===== src/rtl/vram_pixel_packer_if.sv =====
// Pixel stream in and VRAM byte-write bus out of the pixel packer.
// The master modport is the packer side; slave is the source/arbiter side.
interface vram_pixel_packer_if #(
   parameter int unsigned ADDR_WIDTH = 13
);
   logic                  pixel_valid;
   logic [1:0]            pixel_value;
   logic                  pixel_last;
   logic                  pixel_ready;
   logic                  vram_req;
   logic [ADDR_WIDTH-1:0] vram_addr;
   logic [7:0]            vram_data;
   logic                  vram_ack;

   modport master (
      input  pixel_valid, pixel_value, pixel_last, vram_ack,
      output pixel_ready, vram_req, vram_addr, vram_data
   );

   modport slave (
      output pixel_valid, pixel_value, pixel_last, vram_ack,
      input  pixel_ready, vram_req, vram_addr, vram_data
   );
endinterface


===== src/rtl/vram_pixel_packer.sv =====
// Packs 1bpp/2bpp pixels MSB-first into VRAM bytes and writes them through a
// one-deep holding stage plus one pending byte over a req/ack handshake.
module vram_pixel_packer #(
   parameter int unsigned ADDR_WIDTH = 13
) (
   input  logic                  pixel_clock,
   input  logic                  reset,
   input  logic [1:0]            mode,
   input  logic [ADDR_WIDTH-1:0] base_addr,
   input  logic                  frame_start,
   output logic                  idle,
   vram_pixel_packer_if.master   bus
);
   logic [7:0]            r_shift;
   logic [2:0]            r_cnt;
   logic [1:0]            r_mode;
   logic [ADDR_WIDTH-1:0] r_wr_addr;
   logic                  r_pend_full;
   logic [ADDR_WIDTH-1:0] r_pend_addr;
   logic [7:0]            r_pend_data;
   logic                  r_req;
   logic [ADDR_WIDTH-1:0] r_addr;
   logic [7:0]            r_data;

   logic                  w_accept;
   logic [1:0]            w_mode_raw;
   logic [1:0]            w_mode;
   logic [7:0]            w_bits;
   logic [7:0]            w_byte;
   logic                  w_full;
   logic                  w_complete;
   logic                  w_hold_free;

   assign bus.pixel_ready = !r_pend_full && !frame_start;
   assign bus.vram_req    = r_req;
   assign bus.vram_addr   = r_addr;
   assign bus.vram_data   = r_data;
   assign idle            = (r_cnt == 3'd0) && !r_pend_full && !r_req;

   assign w_accept = bus.pixel_valid && bus.pixel_ready;

   // Mode is taken live on the first pixel of a byte, then held; 11 aliases 00.
   always_comb begin
      w_mode_raw  = (r_cnt == 3'd0) ? mode : r_mode;
      w_mode      = (w_mode_raw == 2'b11) ? 2'b00 : w_mode_raw;
      w_bits      = 8'h00;
      w_full      = 1'b0;
      case (w_mode)
         2'b00: begin
            w_bits = {7'b0, bus.pixel_value[0]} << (3'd7 - r_cnt);
            w_full = (r_cnt == 3'd7);
         end
         2'b01: begin
            w_bits = {6'b0, bus.pixel_value} << (3'd6 - {r_cnt[1:0], 1'b0});
            w_full = (r_cnt == 3'd3);
         end
         default: begin
            w_bits = {7'b0, bus.pixel_value[0]} << (3'd3 - r_cnt);
            w_full = (r_cnt == 3'd3);
         end
      endcase
      w_byte      = r_shift | w_bits;
      w_complete  = w_accept && (bus.pixel_last || w_full);
      w_hold_free = !r_req || bus.vram_ack;
   end

   always_ff @(posedge pixel_clock) begin
      if (reset) begin
         r_shift     <= 8'h00;
         r_cnt       <= 3'd0;
         r_mode      <= 2'b00;
         r_wr_addr   <= '0;
         r_pend_full <= 1'b0;
         r_pend_addr <= '0;
         r_pend_data <= 8'h00;
         r_req       <= 1'b0;
         r_addr      <= '0;
         r_data      <= 8'h00;
      end else begin
         // Retire the holding byte; the pending byte, if any, takes its place.
         if (r_req && bus.vram_ack) begin
            if (r_pend_full) begin
               r_addr      <= r_pend_addr;
               r_data      <= r_pend_data;
               r_pend_full <= 1'b0;
            end else begin
               r_req <= 1'b0;
            end
         end

         if (frame_start) begin
            r_shift   <= 8'h00;
            r_cnt     <= 3'd0;
            r_wr_addr <= base_addr;
         end else if (w_accept) begin
            if (r_cnt == 3'd0) r_mode <= mode;
            if (w_complete) begin
               r_shift   <= 8'h00;
               r_cnt     <= 3'd0;
               r_wr_addr <= r_wr_addr + ADDR_WIDTH'(1);
               // Accept implies no pending byte, so at most one slot is taken here.
               if (w_hold_free) begin
                  r_addr <= r_wr_addr;
                  r_data <= w_byte;
                  r_req  <= 1'b1;
               end else begin
                  r_pend_addr <= r_wr_addr;
                  r_pend_data <= w_byte;
                  r_pend_full <= 1'b1;
               end
            end else begin
               r_shift <= w_byte;
               r_cnt   <= r_cnt + 3'd1;
            end
         end
      end
   end
endmodule

===== src/flat_wrapper.sv =====
// flat-port wrapper written by rule: the top's interface ports become plain ports
module vram_pixel_packer_flat 
#(
   parameter int unsigned ADDR_WIDTH = 13
)
  (pixel_clock, reset, mode, base_addr, frame_start, idle, bus_pixel_valid, bus_pixel_value, bus_pixel_last, bus_vram_ack, bus_pixel_ready, bus_vram_req, bus_vram_addr, bus_vram_data);
  vram_pixel_packer_if #(.ADDR_WIDTH(ADDR_WIDTH)) bus_i ();
  input  logic pixel_clock;
  input  logic reset;
  input  logic [1:0] mode;
  input  logic [ADDR_WIDTH-1:0] base_addr;
  input  logic frame_start;
  output logic idle;
  input wire logic [$bits(bus_i.pixel_valid)-1:0] bus_pixel_valid;
  input wire logic [$bits(bus_i.pixel_value)-1:0] bus_pixel_value;
  input wire logic [$bits(bus_i.pixel_last)-1:0] bus_pixel_last;
  input wire logic [$bits(bus_i.vram_ack)-1:0] bus_vram_ack;
  output wire logic [$bits(bus_i.pixel_ready)-1:0] bus_pixel_ready;
  output wire logic [$bits(bus_i.vram_req)-1:0] bus_vram_req;
  output wire logic [$bits(bus_i.vram_addr)-1:0] bus_vram_addr;
  output wire logic [$bits(bus_i.vram_data)-1:0] bus_vram_data;
  assign bus_i.pixel_valid = bus_pixel_valid;
  assign bus_i.pixel_value = bus_pixel_value;
  assign bus_i.pixel_last = bus_pixel_last;
  assign bus_i.vram_ack = bus_vram_ack;
  assign bus_pixel_ready = bus_i.pixel_ready;
  assign bus_vram_req = bus_i.vram_req;
  assign bus_vram_addr = bus_i.vram_addr;
  assign bus_vram_data = bus_i.vram_data;
  vram_pixel_packer #(.ADDR_WIDTH(ADDR_WIDTH)) u_core (.pixel_clock(pixel_clock), .reset(reset), .mode(mode), .base_addr(base_addr), .frame_start(frame_start), .idle(idle), .bus(bus_i));
endmodule

===== config.mk =====
export PLATFORM = sky130hd
export DESIGN_NAME = vram_pixel_packer_flat
export DESIGN_NICKNAME = d
export VERILOG_FILES = /design/src/rtl/vram_pixel_packer_if.sv /design/src/rtl/vram_pixel_packer.sv /design/src/flat_wrapper.sv
export SDC_FILE = /design/constraint.sdc
export NUM_CORES = 1
export LEC_CHECK = 0
export CAP_MARGIN = 10
export CELL_PAD_IN_SITES_DETAIL_PLACEMENT = 2
export CELL_PAD_IN_SITES_GLOBAL_PLACEMENT = 2
export CORE_ASPECT_RATIO = 0.6
export CORE_UTILIZATION = 34
export DETAILED_ROUTE_END_ITERATION = 7
export PLACE_DENSITY_LB_ADDON = 0.25
export SLEW_MARGIN = 20
export SYNTH_ARGS = -nofsm -noshare
export SYNTH_HDL_FRONTEND = slang
export SYNTH_SLANG_ARGS = --single-unit

===== constraint.sdc =====
create_clock -name pixel_clock -period 9.9 [get_ports pixel_clock]
set_clock_uncertainty 0.05 [all_clocks]
set_input_delay 0.99 -clock pixel_clock [delete_from_list [all_inputs] [get_ports pixel_clock]]
set_output_delay 0.99 -clock pixel_clock [all_outputs]
set_load 0.03 [all_outputs]

Word level (Yosys, flattened, before mapping)
Cells that the tools add are included.
- input bits: 23
- logic and storage cells: 76
- output and inout bits: 24
- flip-flop bits (word level): 70
- equal/unequal tests: 4
- bitwise operators: 3
- add/sub/neg operators: 5
- shift-type cells: 3
- multiplexer cells: 32
- reductions and logical operators: 19
- operator list (cell ; count):
    2-to-1 mux 13 bit ; 9
    2-to-1 mux 8 bit ; 7
    one-hot mux 8 bit (2 select lines) ; 1
    left shift 1 x 3 -> 8 bit ; 2
    adder 13 x 1 -> 13 bit, second input constant ; 1
    2-to-1 mux 1 bit ; 12
    bitwise OR 8 bit ; 1
    left shift 2 x 3 -> 8 bit ; 1
    logical AND 1 bit ; 6
    subtractor 3 bit, first input constant ; 2
    2-to-1 mux 2 bit ; 2
    AND reduction 2 bit ; 2
    AND reduction 4 bit ; 1
    nonzero test 2 bit ; 2
    adder 3 x 1 -> 3 bit, second input constant ; 1
    == test 3 x 2 -> 1 bit, second input constant ; 1
    == test 3 bit, second input constant ; 1
    zero test 1 bit ; 3
    zero test 3 bit ; 1
    2-to-1 mux 3 bit ; 1
    subtractor 2 x 3 -> 3 bit, first input constant ; 1
    == test 2 x 1 -> 1 bit, second input constant ; 1
    == test 2 bit, second input constant ; 1
    zero test 2 bit ; 1
    other kinds (3) ; 5

Logic depth before layout (Yosys ltp)
Gate-level depths: netlist of run 1.
- depth in word-level cells: 11
- gate-level depth with buffers: 12
- mapped depth without buffers: 9

Worst setup path before layout of run 1
OpenSTA, ideal clock, no wires.
- path type: reg2reg
- start: reg u_core.r_cnt[0]
- end: reg u_core.r_wr_addr[7]
- arrival: 3080 ps
- setup slack: 6679 ps
- clock period less this slack: 3221 ps
- cell stages (with the launch flop): 13
- setup time: 91 ps
- path buffers: 3
- required time: 9759 ps
- cell sequence: dfxtp_1 -> clkbuf_1 -> inv_1 -> ha_1 -> nor2b_1 -> mux2_2 -> ha_1 -> and4bb_1 -> buf_4 -> o21ai_1 -> buf_2 -> or4_1 -> a311oi_1
- word-level cells in the longest chain between the ends: 10
- elaborated cells between the ends (all ways): 12
- those cells by class: eq/ne (3); mux (3); reduce/logical (6)
- RTL lines (what ; RTL line ; text):
    start: declaration ; vram_pixel_packer.sv:15 ; logic [2:0] r_cnt;
    start signal: assignment ; vram_pixel_packer.sv:113 ; r_cnt <= r_cnt + 3'd1;
    zero test 3 bit (*) ; vram_pixel_packer.sv:44 ; w_mode_raw = (r_cnt == 3'd0) ? mode : r_mode;
    2-to-1 mux 2 bit (*) ; - ;
    via u_core.w_mode_raw[0] ; vram_pixel_packer.sv:26 ; logic [1:0] w_mode_raw;
    == test 2 bit ; vram_pixel_packer.sv:45 ; w_mode = (w_mode_raw == 2'b11) ? 2'b00 : w_mode_raw;
    2-to-1 mux 2 bit (*) ; vram_pixel_packer.sv:45 ;
    zero test 2 bit (*) ; vram_pixel_packer.sv:48 ; case (w_mode)
    2-to-1 mux 1 bit (*) ; - ;
    logical OR 1 bit (*) ; vram_pixel_packer.sv:63 ; w_complete = w_accept && (bus.pixel_last || w_full);
    logical AND 1 bit (*) ; vram_pixel_packer.sv:63 ;
    nonzero test 2 bit (no line) (*) ; - ;
    AND reduction 2 bit (no line) (*) ; - ;
    end signal: assignment ; vram_pixel_packer.sv:94 ; r_wr_addr <= base_addr;
    end signal: assignment ; vram_pixel_packer.sv:100 ; r_wr_addr <= r_wr_addr + ADDR_WIDTH'(1);
    end: declaration ; vram_pixel_packer.sv:17 ; logic [ADDR_WIDTH-1:0] r_wr_addr;
The timed path passes the listed nets; every way through them passes the cells marked *.
A chain may end at the register's enable or synchronous reset.

Worst setup path in the final report of run 1
- start: reg u_core.r_cnt[1]
- end: reg u_core.r_shift[3]
- word-level cells in the longest chain between the ends: 9
- elaborated cells between the ends (all ways): 20
- those cells by class: add/sub (3); eq/ne (4); shift (3); mux (5); bitwise (1); reduce/logical (4)
- RTL lines (what ; RTL line ; text):
    zero test 3 bit (*) ; vram_pixel_packer.sv:44 ;
    2-to-1 mux 2 bit (*) ; - ;
    via u_core.w_mode_raw[0] ; vram_pixel_packer.sv:26 ;
    == test 2 bit ; vram_pixel_packer.sv:45 ;
    2-to-1 mux 2 bit (*) ; vram_pixel_packer.sv:45 ;
    parallel branches: the longest is 4 deep, another holds one-hot mux 8 bit (2 select lines) ; - ;
    2-to-1 mux 8 bit (*) ; vram_pixel_packer.sv:97 ; if (w_complete) begin
    end signal: assignment ; vram_pixel_packer.sv:112 ; r_shift <= w_byte;
    end: declaration ; vram_pixel_packer.sv:14 ; logic [7:0] r_shift;
Mark *: on every way through the listed nets, which the timed path passes.

==> out/metrics.cfg, run 1 <==
[outcome]
status=finished, final reports clean

[setup_path]
crit_path_end_kind=register
start_kind=register
critPathKind=reg2reg
critPathMaxFanout=15
critical_path_required_ns=10.09
cp.arrival_ns=4.35

[global_routing]
grt_remaining_overflow=0
grt.total_usage_pct=24.61
antenna_found_initial=0
grt_pass1_wl_um=18570
grt_pass1_vias=3435
grt_max_degree=62

[detailed_routing]
ant_nets=0
wl_met2_um=5117
wl_met3_um=703
wl_um=11510
wl_met1_um=5574
top_layer=met4
drtIter0Drc=185
via_per_inst=5.730
route.detailed.drc=0
wire_per_inst_um=20.01
num_vias=3295
drtPass1Iterations=4

[clocking]
post_cts_buffers=0
ctsHoldBuffers=0
cts.clk_slew.worst_paths_ns=0.06
cts_root_buffer=clkbuf_16
numClockSinks=70
cts_buffers=9
cts_max_level=3
cts_tree=built
clock_path_buffers=2
clk_latency_ns=0.34
ctsResizeCount=0

[pwr]
power.switching_w=0.0001811
clockPowerShare_pct=50.1
p_leak_nw=1.406
p_int_w=0.0005729
switching_share_pct=24.01
pwr_density_cell_nw_per_um2=181.0
combPwrFrac_pct=9.7
pwr-share-seq_pct=40.2
vdd_drop_max_mv=0.1031

[cells_and_area]
diodes=0
drive_above_1_share_pct=6.517
nets=468
area_delta_synth_final_pct=26.91
fillers=1056

[yosys]
synth_warnings=0
synth_edf_count=0
syn_area_per_cell_um2=8.027
synth-seq-cells=70
syn_nets=437
yosysSeqAreaShare_pct=42.68
yosys.cell_types.count=56
syn_area_um2=3283
synthCells=409
synth_flop_cell=dfxtp_1
synthArstFlopShare_pct=0

[placed_design]
port_buffers=46
gp_congestion=0.7569
dpl.hpwl_um=7596

[sta]
maxSlewViolCount=0
setup_tns_ns=0
fmax_ghz=0.2404
maxSlewHeadroom_pct=27.96
timing.final.crit_share_pct=42.01
period_needed_ns=4.159
hold_viol_final=0
hold_ws_ns=0.4074
worst_slew_pin_slew_ns=1.073
setup_viol_count_final=0
rsz0062_at_grt=no

[floorplanning]
ioPinCount=47
die_w_um=128.9
rows=27
die_h_um=78.12
die-area_um2=10070
core-area_um2=9256
start_util_pct=35.47

[min_path]
hold_class=reg2reg

[flow_run]
max-cap-violations=0

-- flip-flops by register name, summed over array words and instances (netlist names) --
| signal | flops |
|---|---|
| u_core.bus.vram_addr | 13 |
| u_core.r_pend_addr | 13 |
| u_core.r_cnt | 3 |
| u_core.r_shift | 8 |
| u_core.bus.vram_req | 1 |
| u_core.bus.vram_data | 8 |
| u_core.r_wr_addr | 13 |
| u_core.r_pend_data | 8 |
| u_core.r_pend_full | 1 |
| u_core.r_mode | 2 |
-- per-layer routing --
layer	GRT usage [%]	up-vias
met5	0	-
met4	4.941	0
met3	6.067	12
met2	39.35	80
met1	33.57	1661
li1	-	1542
-- worst max-delay path: stages (launching register included) --
cell	delay, ns
dfxtp_1	0.69
inv_1	0.26
ha_1	0.26
nor2b_1	0.17
mux2_2	0.31
ha_1	0.38
and4bb_1	0.32
o21ai_1	0.87
nand2_1	0.40
o31ai_1	0.36
-- power groups by stage --
stage               sequential [W]  combinational (W)  clock, W
global placement          0.000308          0.0000699         0
CTS                       0.000303          0.0000736  0.000383
detailed placement        0.000308          0.0000725         0
global route              0.000304          0.0000793  0.000396
finish                    0.000303          0.0000731  0.000378
floorplan                 0.000311          0.0000353         0
-- cells in the mapped netlist (all sizes together) (3+ instances only) --
cell type	n	area, um^2
nand2	83	311.6
dfxtp	70	1401
nor2	45	168.9
a21oi	27	135.1
clkbuf	23	87.58
a311oi	19	166.4
a211oi	14	117.6
nand3	12	60.06
a31oi	10	62.56
buf	8	41.29
nor2b	8	50.05
inv	7	26.28
nor3	7	35.03
o211ai	7	57.55
or4	6	45.04
and3	5	31.28
ha	5	62.56
o31ai	5	37.54
o21ai	4	20.02
a31o	3	26.28
nand2b	3	18.77
nand4	3	18.77
o311ai	3	26.28
-- area by class of cell --
cell class / count / area [um^2] / area share (%)
multi-input cells: 300 / 1728 / 41.47
flip-flops and latches: 70 / 1401 / 33.63
clock inverters: 6 / 108.9 / 2.613
clock buffers: 10 / 239.0 / 5.736
repair buffers: 51 / 496.7 / 11.92
inverters: 8 / 30.03 / 0.7207
well taps: 130 / 162.7 / 3.904
-- cells by family after synthesis --
kind of cell | count (synthesis) | share of synthesized area (%)
simple gates | 185 | 25.88
compound gates | 105 | 23.25
flops | 70 | 42.68
buf+inv | 39 | 4.840
fa+ha+maj | 5 | 1.905
xor+xnor | 3 | 0.8005
mux | 2 | 0.6479
-- metrics by stage --
stage / total power (W) / cell area, um^2 / setup WS [ns] / instances / util, %
floorplan: 0.0003468 / 3283 / 6.679 / 409 / -
global placement: 0.0003775 / 3802 / 6.027 / 558 / 41.08
detailed placement: 0.0003810 / 3802 / 5.821 / 558 / 41.08
CTS: 0.0007595 / 4150 / 5.795 / 574 / 44.84
global route: 0.0007796 / 4167 / 5.464 / 575 / 45.01
finish: 0.0007540 / 4167 / 5.741 / 575 / 45.01
-- path summary, 6_finish.rpt --
check	startpoint	endpoint	slack, ns	cells past startpoint
max	u_core.r_cnt[1]	u_core.r_shift[3]	5.74	9
min	u_core.r_pend_addr[2]	u_core.r_pend_addr[2]	0.41	2
max reg2reg	u_core.r_cnt[1]	u_core.r_shift[3]	5.74	9
min reg2reg	u_core.r_pend_addr[2]	u_core.r_pend_addr[2]	0.41	2
-- placed cells by master (no fill, tap or decap), types with 9 or more instances in the layout --
master / instances
dfxtp_1: 70
nand3_1: 11
a211oi_1: 13
nor2_1: 45
clkbuf_16: 9
a311oi_1: 19
a21oi_1: 27
a31oi_1: 10
clkdlybuf4s50_1: 45
nand2_1: 83
(Power assumes the default switching activity.)
==> inputs of run 2 (changes only) <==
- CORE_UTILIZATION: 34 -> 32
- clock period: 9.9 -> 4.3 ns (I/O delays scaled with it)
==> run 2 against run 1 <==
  * Clock power increased by 75%
  * Combinational power increased by 130%
  * Design area decreased by 1.9%
  * Hold slack got worse by 0.0061 ns
  * Sequential power increased by 130%
  * Clock-buffer cell count increased by 1
  * Maximum frequency increased by 9.6%
  * Utilization decreased by 3.8 points
  * Via count decreased by 1.9%
==> out/metrics.cfg, run 2 (same netlist as run 1, synthesis figures left out) <==
[outcome]
status=finished, final reports clean

[floorplanning]
rows=28
ioPinCount=47
start_util_pct=33.11
die-area_um2=10680
die_h_um=80.46
die_w_um=132.8
core-area_um2=9915

[clocking]
cts_max_level=3
cts_tree=built
ctsResizeCount=0
clk_latency_ns=0.33
numClockSinks=70
post_cts_buffers=0
cts.clk_slew.worst_paths_ns=0.06
clock_path_buffers=2
cts_root_buffer=clkbuf_16
ctsHoldBuffers=0
cts_buffers=9

[cells_and_area]
drive_above_1_share_pct=6.067
final_common_cell=nand2_1
area_delta_synth_final_pct=24.47
nets=469
fillers=1079
diodes=0
final_cell_mix=nand2_1, dfxtp_1, nor2_1, clkdlybuf4s50_1, a21oi_1

[detailed_routing]
wl_um=11220
drtPass1Iterations=4
route.detailed.drc=0
via_per_inst=5.571
num_vias=3231
ant_nets=0
wire_per_inst_um=19.34
drtIter0Drc=170

[setup_path]
start_kind=register
critPathKind=reg2reg
crit_start=u_core.r_cnt[1]
critical_path_required_ns=4.49
critPathMaxFanout=15
crit_path_end_kind=register
cp.arrival_ns=3.98
rr_startpoint=u_core.r_cnt[1]

[min_path]
min_from=u_core.r_shift[5]
hold_class=reg2reg

[sta]
hold_viol_final=0
hold_ws_ns=0.4013
setup_viol_count_final=0
maxSlewViolCount=0
timing.final.crit_share_pct=88.28
rsz0062_at_grt=no
fmax_ghz=0.2634
setup_tns_ns=0
worst_slew_pin_slew_ns=0.9098
maxSlewHeadroom_pct=39.35
period_needed_ns=3.796

[global_routing]
grt_pass1_wl_um=17770
grt_remaining_overflow=0
antenna_found_initial=0
grt.total_usage_pct=22.16
grt_pass1_vias=3274
grt_max_degree=39

[pwr]
vdd_drop_max_mv=0.1775
total_power_w=0.001526
pwr_density_cell_nw_per_um2=373.5
p_leak_nw=1.358

[flow_run]
max-cap-violations=0

[placed_design]
gp_congestion=0.7540
port_buffers=46
dpl.hpwl_um=7637

run 2: cell types whose count changed in the layout (fill, tap and decap cells not counted), sizes merged:
cell      delta
clkinv       -1
clkbuf       +1
bufinv       -3
clkinvlp     +2
buf          +1
run 2: metal layers:
metal	share of wire [%]	global-route usage (%)	vias up	wire, um
met1	51	31.18	1623	5753
met4	0.53	5.172	0	59
li1	-	-	1541	-
met5	0	0	-	0
met3	4.3	4.924	5	478
met2	44	34.26	62	4926
run 2: power breakdown:
part	switching (W)	total, W	internal (W)
clock	0.000276	0.000661	0.000385
sequential	0.0000278	0.000697	0.000670
combinational	0.0000993	0.000168	0.0000687
total	0.000403	0.00153	0.00112
run 2: through the flow:
stage	utilization [%]	area (um^2)	worst slack, ns	std cells
detailed placement	38.57	3824	0.5766	565
global placement	38.57	3824	0.8383	565
CTS	41.17	4081	0.5517	580
global route	41.22	4086	0.2927	580
finish	41.22	4086	0.5041	580
floorplan	-	3283	1.079	409
run 2: layout make-up:
class / count / area [um^2] / share of cell area [%]
tap: 135 / 168.9 / 4.133
multi-input combinational: 300 / 1728 / 42.28
clock inverter: 4 / 25.02 / 0.6124
timing repair buffer: 52 / 500.5 / 12.25
inverter: 8 / 30.03 / 0.7348
clock buffer: 11 / 232.7 / 5.695
sequential: 70 / 1401 / 34.29
run 2: final timing paths:
| check | to | slack (ns) | cells after the start |
|---|---|---|---|
| worst max-delay path | u_core.r_wr_addr[7] | 0.50 | 9 |
| worst min register to register | u_core.r_shift[5] | 0.40 | 2 |
| worst min-delay path | u_core.r_shift[5] | 0.40 | 2 |
| worst max register to register | u_core.r_wr_addr[7] | 0.50 | 9 |
run 2: critical path, stage by stage (launching register included):
cell and delay, ns:
dfxtp_1 0.68, inv_1 0.21, ha_1 0.24, nor2b_1 0.17
mux2_2 0.31, ha_1 0.38, and4bb_1 0.46, o21ai_1 0.32
or4_1 0.60, a311oi_1 0.28
==> inputs of run 3 (changes only) <==
- CORE_UTILIZATION: 32 -> 34
- clock period: 4.3 -> 4.7 ns (I/O delays scaled with it)
==> run 3 against run 2 <==
  * Global-route usage is 3.3 points higher
  * Largest power group is now the clock network
  * Non-clock buffer count down 1
  * Clock-buffer cell count down 2
  * Clock power rose by 11%
  * Critical path type unchanged
==> out/metrics.cfg, run 3 (same netlist as run 1, synthesis figures left out) <==
[global_routing]
grt_remaining_overflow=0
grt_pass1_vias=3524
antenna_found_initial=0
grt_pass1_wl_um=19340
grt.total_usage_pct=25.46
grt_max_degree=37

[pwr]
combPwrFrac_pct=10.2
pwr_density_cell_nw_per_um2=369.9
p_int_w=0.001137
switching_share_pct=25.44
vdd_drop_max_mv=0.1619
pwr-share-seq_pct=41.9
clockPowerShare_pct=47.9
p_leak_nw=1.384
power.switching_w=0.0003878

[setup_path]
start_kind=register
critical_path_required_ns=4.90
cp.arrival_ns=4.10
cp_slowest_cell=o21ai_1
crit_path_end_kind=register
worstPathCellList=inv_1 -> ha_1 -> nor2b_1 -> mux2_2 -> ha_1 -> and4bb_1 -> o21ai_1 -> nor2_1 -> a211oi_1
cpMostUsedCell=ha_1
critPathTopFamily=compound AO/OA/AOI/OAI gates
critPathKind=reg2reg
rrSetupSlack_ns=0.80
critPathMaxStageDelay_ns=0.82
cp_num_buf_inv=1
critPathMaxFanout=15

[placed_design]
port_buffers=46
dpl.hpwl_um=7972
gp_congestion=0.8005

[clocking]
ctsHoldBuffers=0
clock_path_buffers=2
ctsResizeCount=0
clk_latency_ns=0.34
cts_root_buffer=clkbuf_16
cts_tree=built
cts_max_level=3
cts.clk_slew.worst_paths_ns=0.06
numClockSinks=70
cts_buffers=9
post_cts_buffers=0

[sta]
setup_viol_count_final=0
maxSlewViolCount=0
maxSlewHeadroom_pct=31.58
rsz0062_at_grt=no
timing.final.crit_share_pct=83.06
worst_slew_pin_slew_ns=1.023
fmax_ghz=0.2562
setup_tns_ns=0
hold_ws_ns=0.4076
period_needed_ns=3.904
hold_viol_final=0

[cells_and_area]
area_delta_synth_final_pct=25.53
multi_input_area_um2=1723
seqCellArea_um2=1401
fillers=1020
nets=468
drive_above_1_share_pct=6.081
final_common_cell=nand2_1
diodes=0
final_cell_mix=nand2_1, dfxtp_1, nor2_1, clkdlybuf4s50_1, a21oi_1

[detailed_routing]
wire_per_inst_um=20.46
via_per_inst=5.672
route.detailed.drc=0
wl_um=11740
drtPass1Iterations=4
ant_nets=0
num_vias=3256
drtIter0Drc=162

[floorplanning]
die-area_um2=10070
ioPinCount=47
start_util_pct=35.47
die_h_um=78.12
rows=27
core-area_um2=9256
die_w_um=128.9

[flow_run]
max-cap-violations=0

[outcome]
status=finished, final reports clean

[min_path]
hold_class=reg2reg

[run 3: changes by cell type in the layout (fill, tap and decap cells not counted)]
cell        delta
inv_6          +1
bufinv_16      +2
nand3_2        -1
clkbuf_1       -2
nand3_1        +1
clkinvlp_4     -1
buf_4          -1
[run 3: cell type report]
cell class | count | area share (%)
clock inverters | 6 | 2.095
repair buffers | 51 | 11.96
clock buffers | 9 | 5.464
multi-input cells | 300 | 41.80
inverters | 8 | 0.7286
flip-flops and latches | 70 | 34.00
well taps | 130 | 3.947
[run 3: final timing paths]
kind,from,to,cells past startpoint
setup / recovery,u_core.r_cnt[0],u_core.bus.vram_data[5],9
hold / removal,u_core.r_shift[5],u_core.r_shift[5],2
setup reg to reg,u_core.r_cnt[0],u_core.bus.vram_data[5],9
hold reg to reg,u_core.r_shift[5],u_core.r_shift[5],2
[run 3: worst register-to-register path, delay by kind of cell (launching register included)]
| family | cells | cell delay (ns) |
|---|---|---|
| compound gates | 2 | 1.13 |
| simple gates | 3 | 0.85 |
| fa+ha+maj | 2 | 0.64 |
| flops | 1 | 0.61 |
| mux | 1 | 0.31 |
| buf+inv | 1 | 0.23 |
[run 3: per-stage QoR]
step	total power, W	std cells	cell area (um^2)	setup WS [ns]	utilization, %
5_1_grt	0.001578	574	4121	0.4405	44.53
3_5_place_dp	0.0008035	559	3810	0.8421	41.16
6_report	0.001524	574	4121	0.7964	44.53
2_1_floorplan	0.0007305	409	3283	1.479	-
4_1_cts	0.001539	574	4121	0.7977	44.53
3_3_place_gp	0.0007966	559	3810	1.085	41.16
[run 3: per-layer routing]
metal	up-vias	track usage, %	share of wire [%]
li1	1537	-	-
met1	1628	34.74	49
met2	75	39.35	44
met3	16	6.203	4.8
met4	0	8.235	1.4
met5	-	0	0
[run 3: power by group through the flow]
stage / Clock [W] / Combinational [W] / Sequential (W)
floorplan: 0 / 0.0000744 / 0.000656
global route: 0.000770 / 0.000167 / 0.000641
CTS: 0.000746 / 0.000155 / 0.000638
finish: 0.000731 / 0.000155 / 0.000639
detailed placement: 0 / 0.000153 / 0.000650
global placement: 0 / 0.000148 / 0.000648
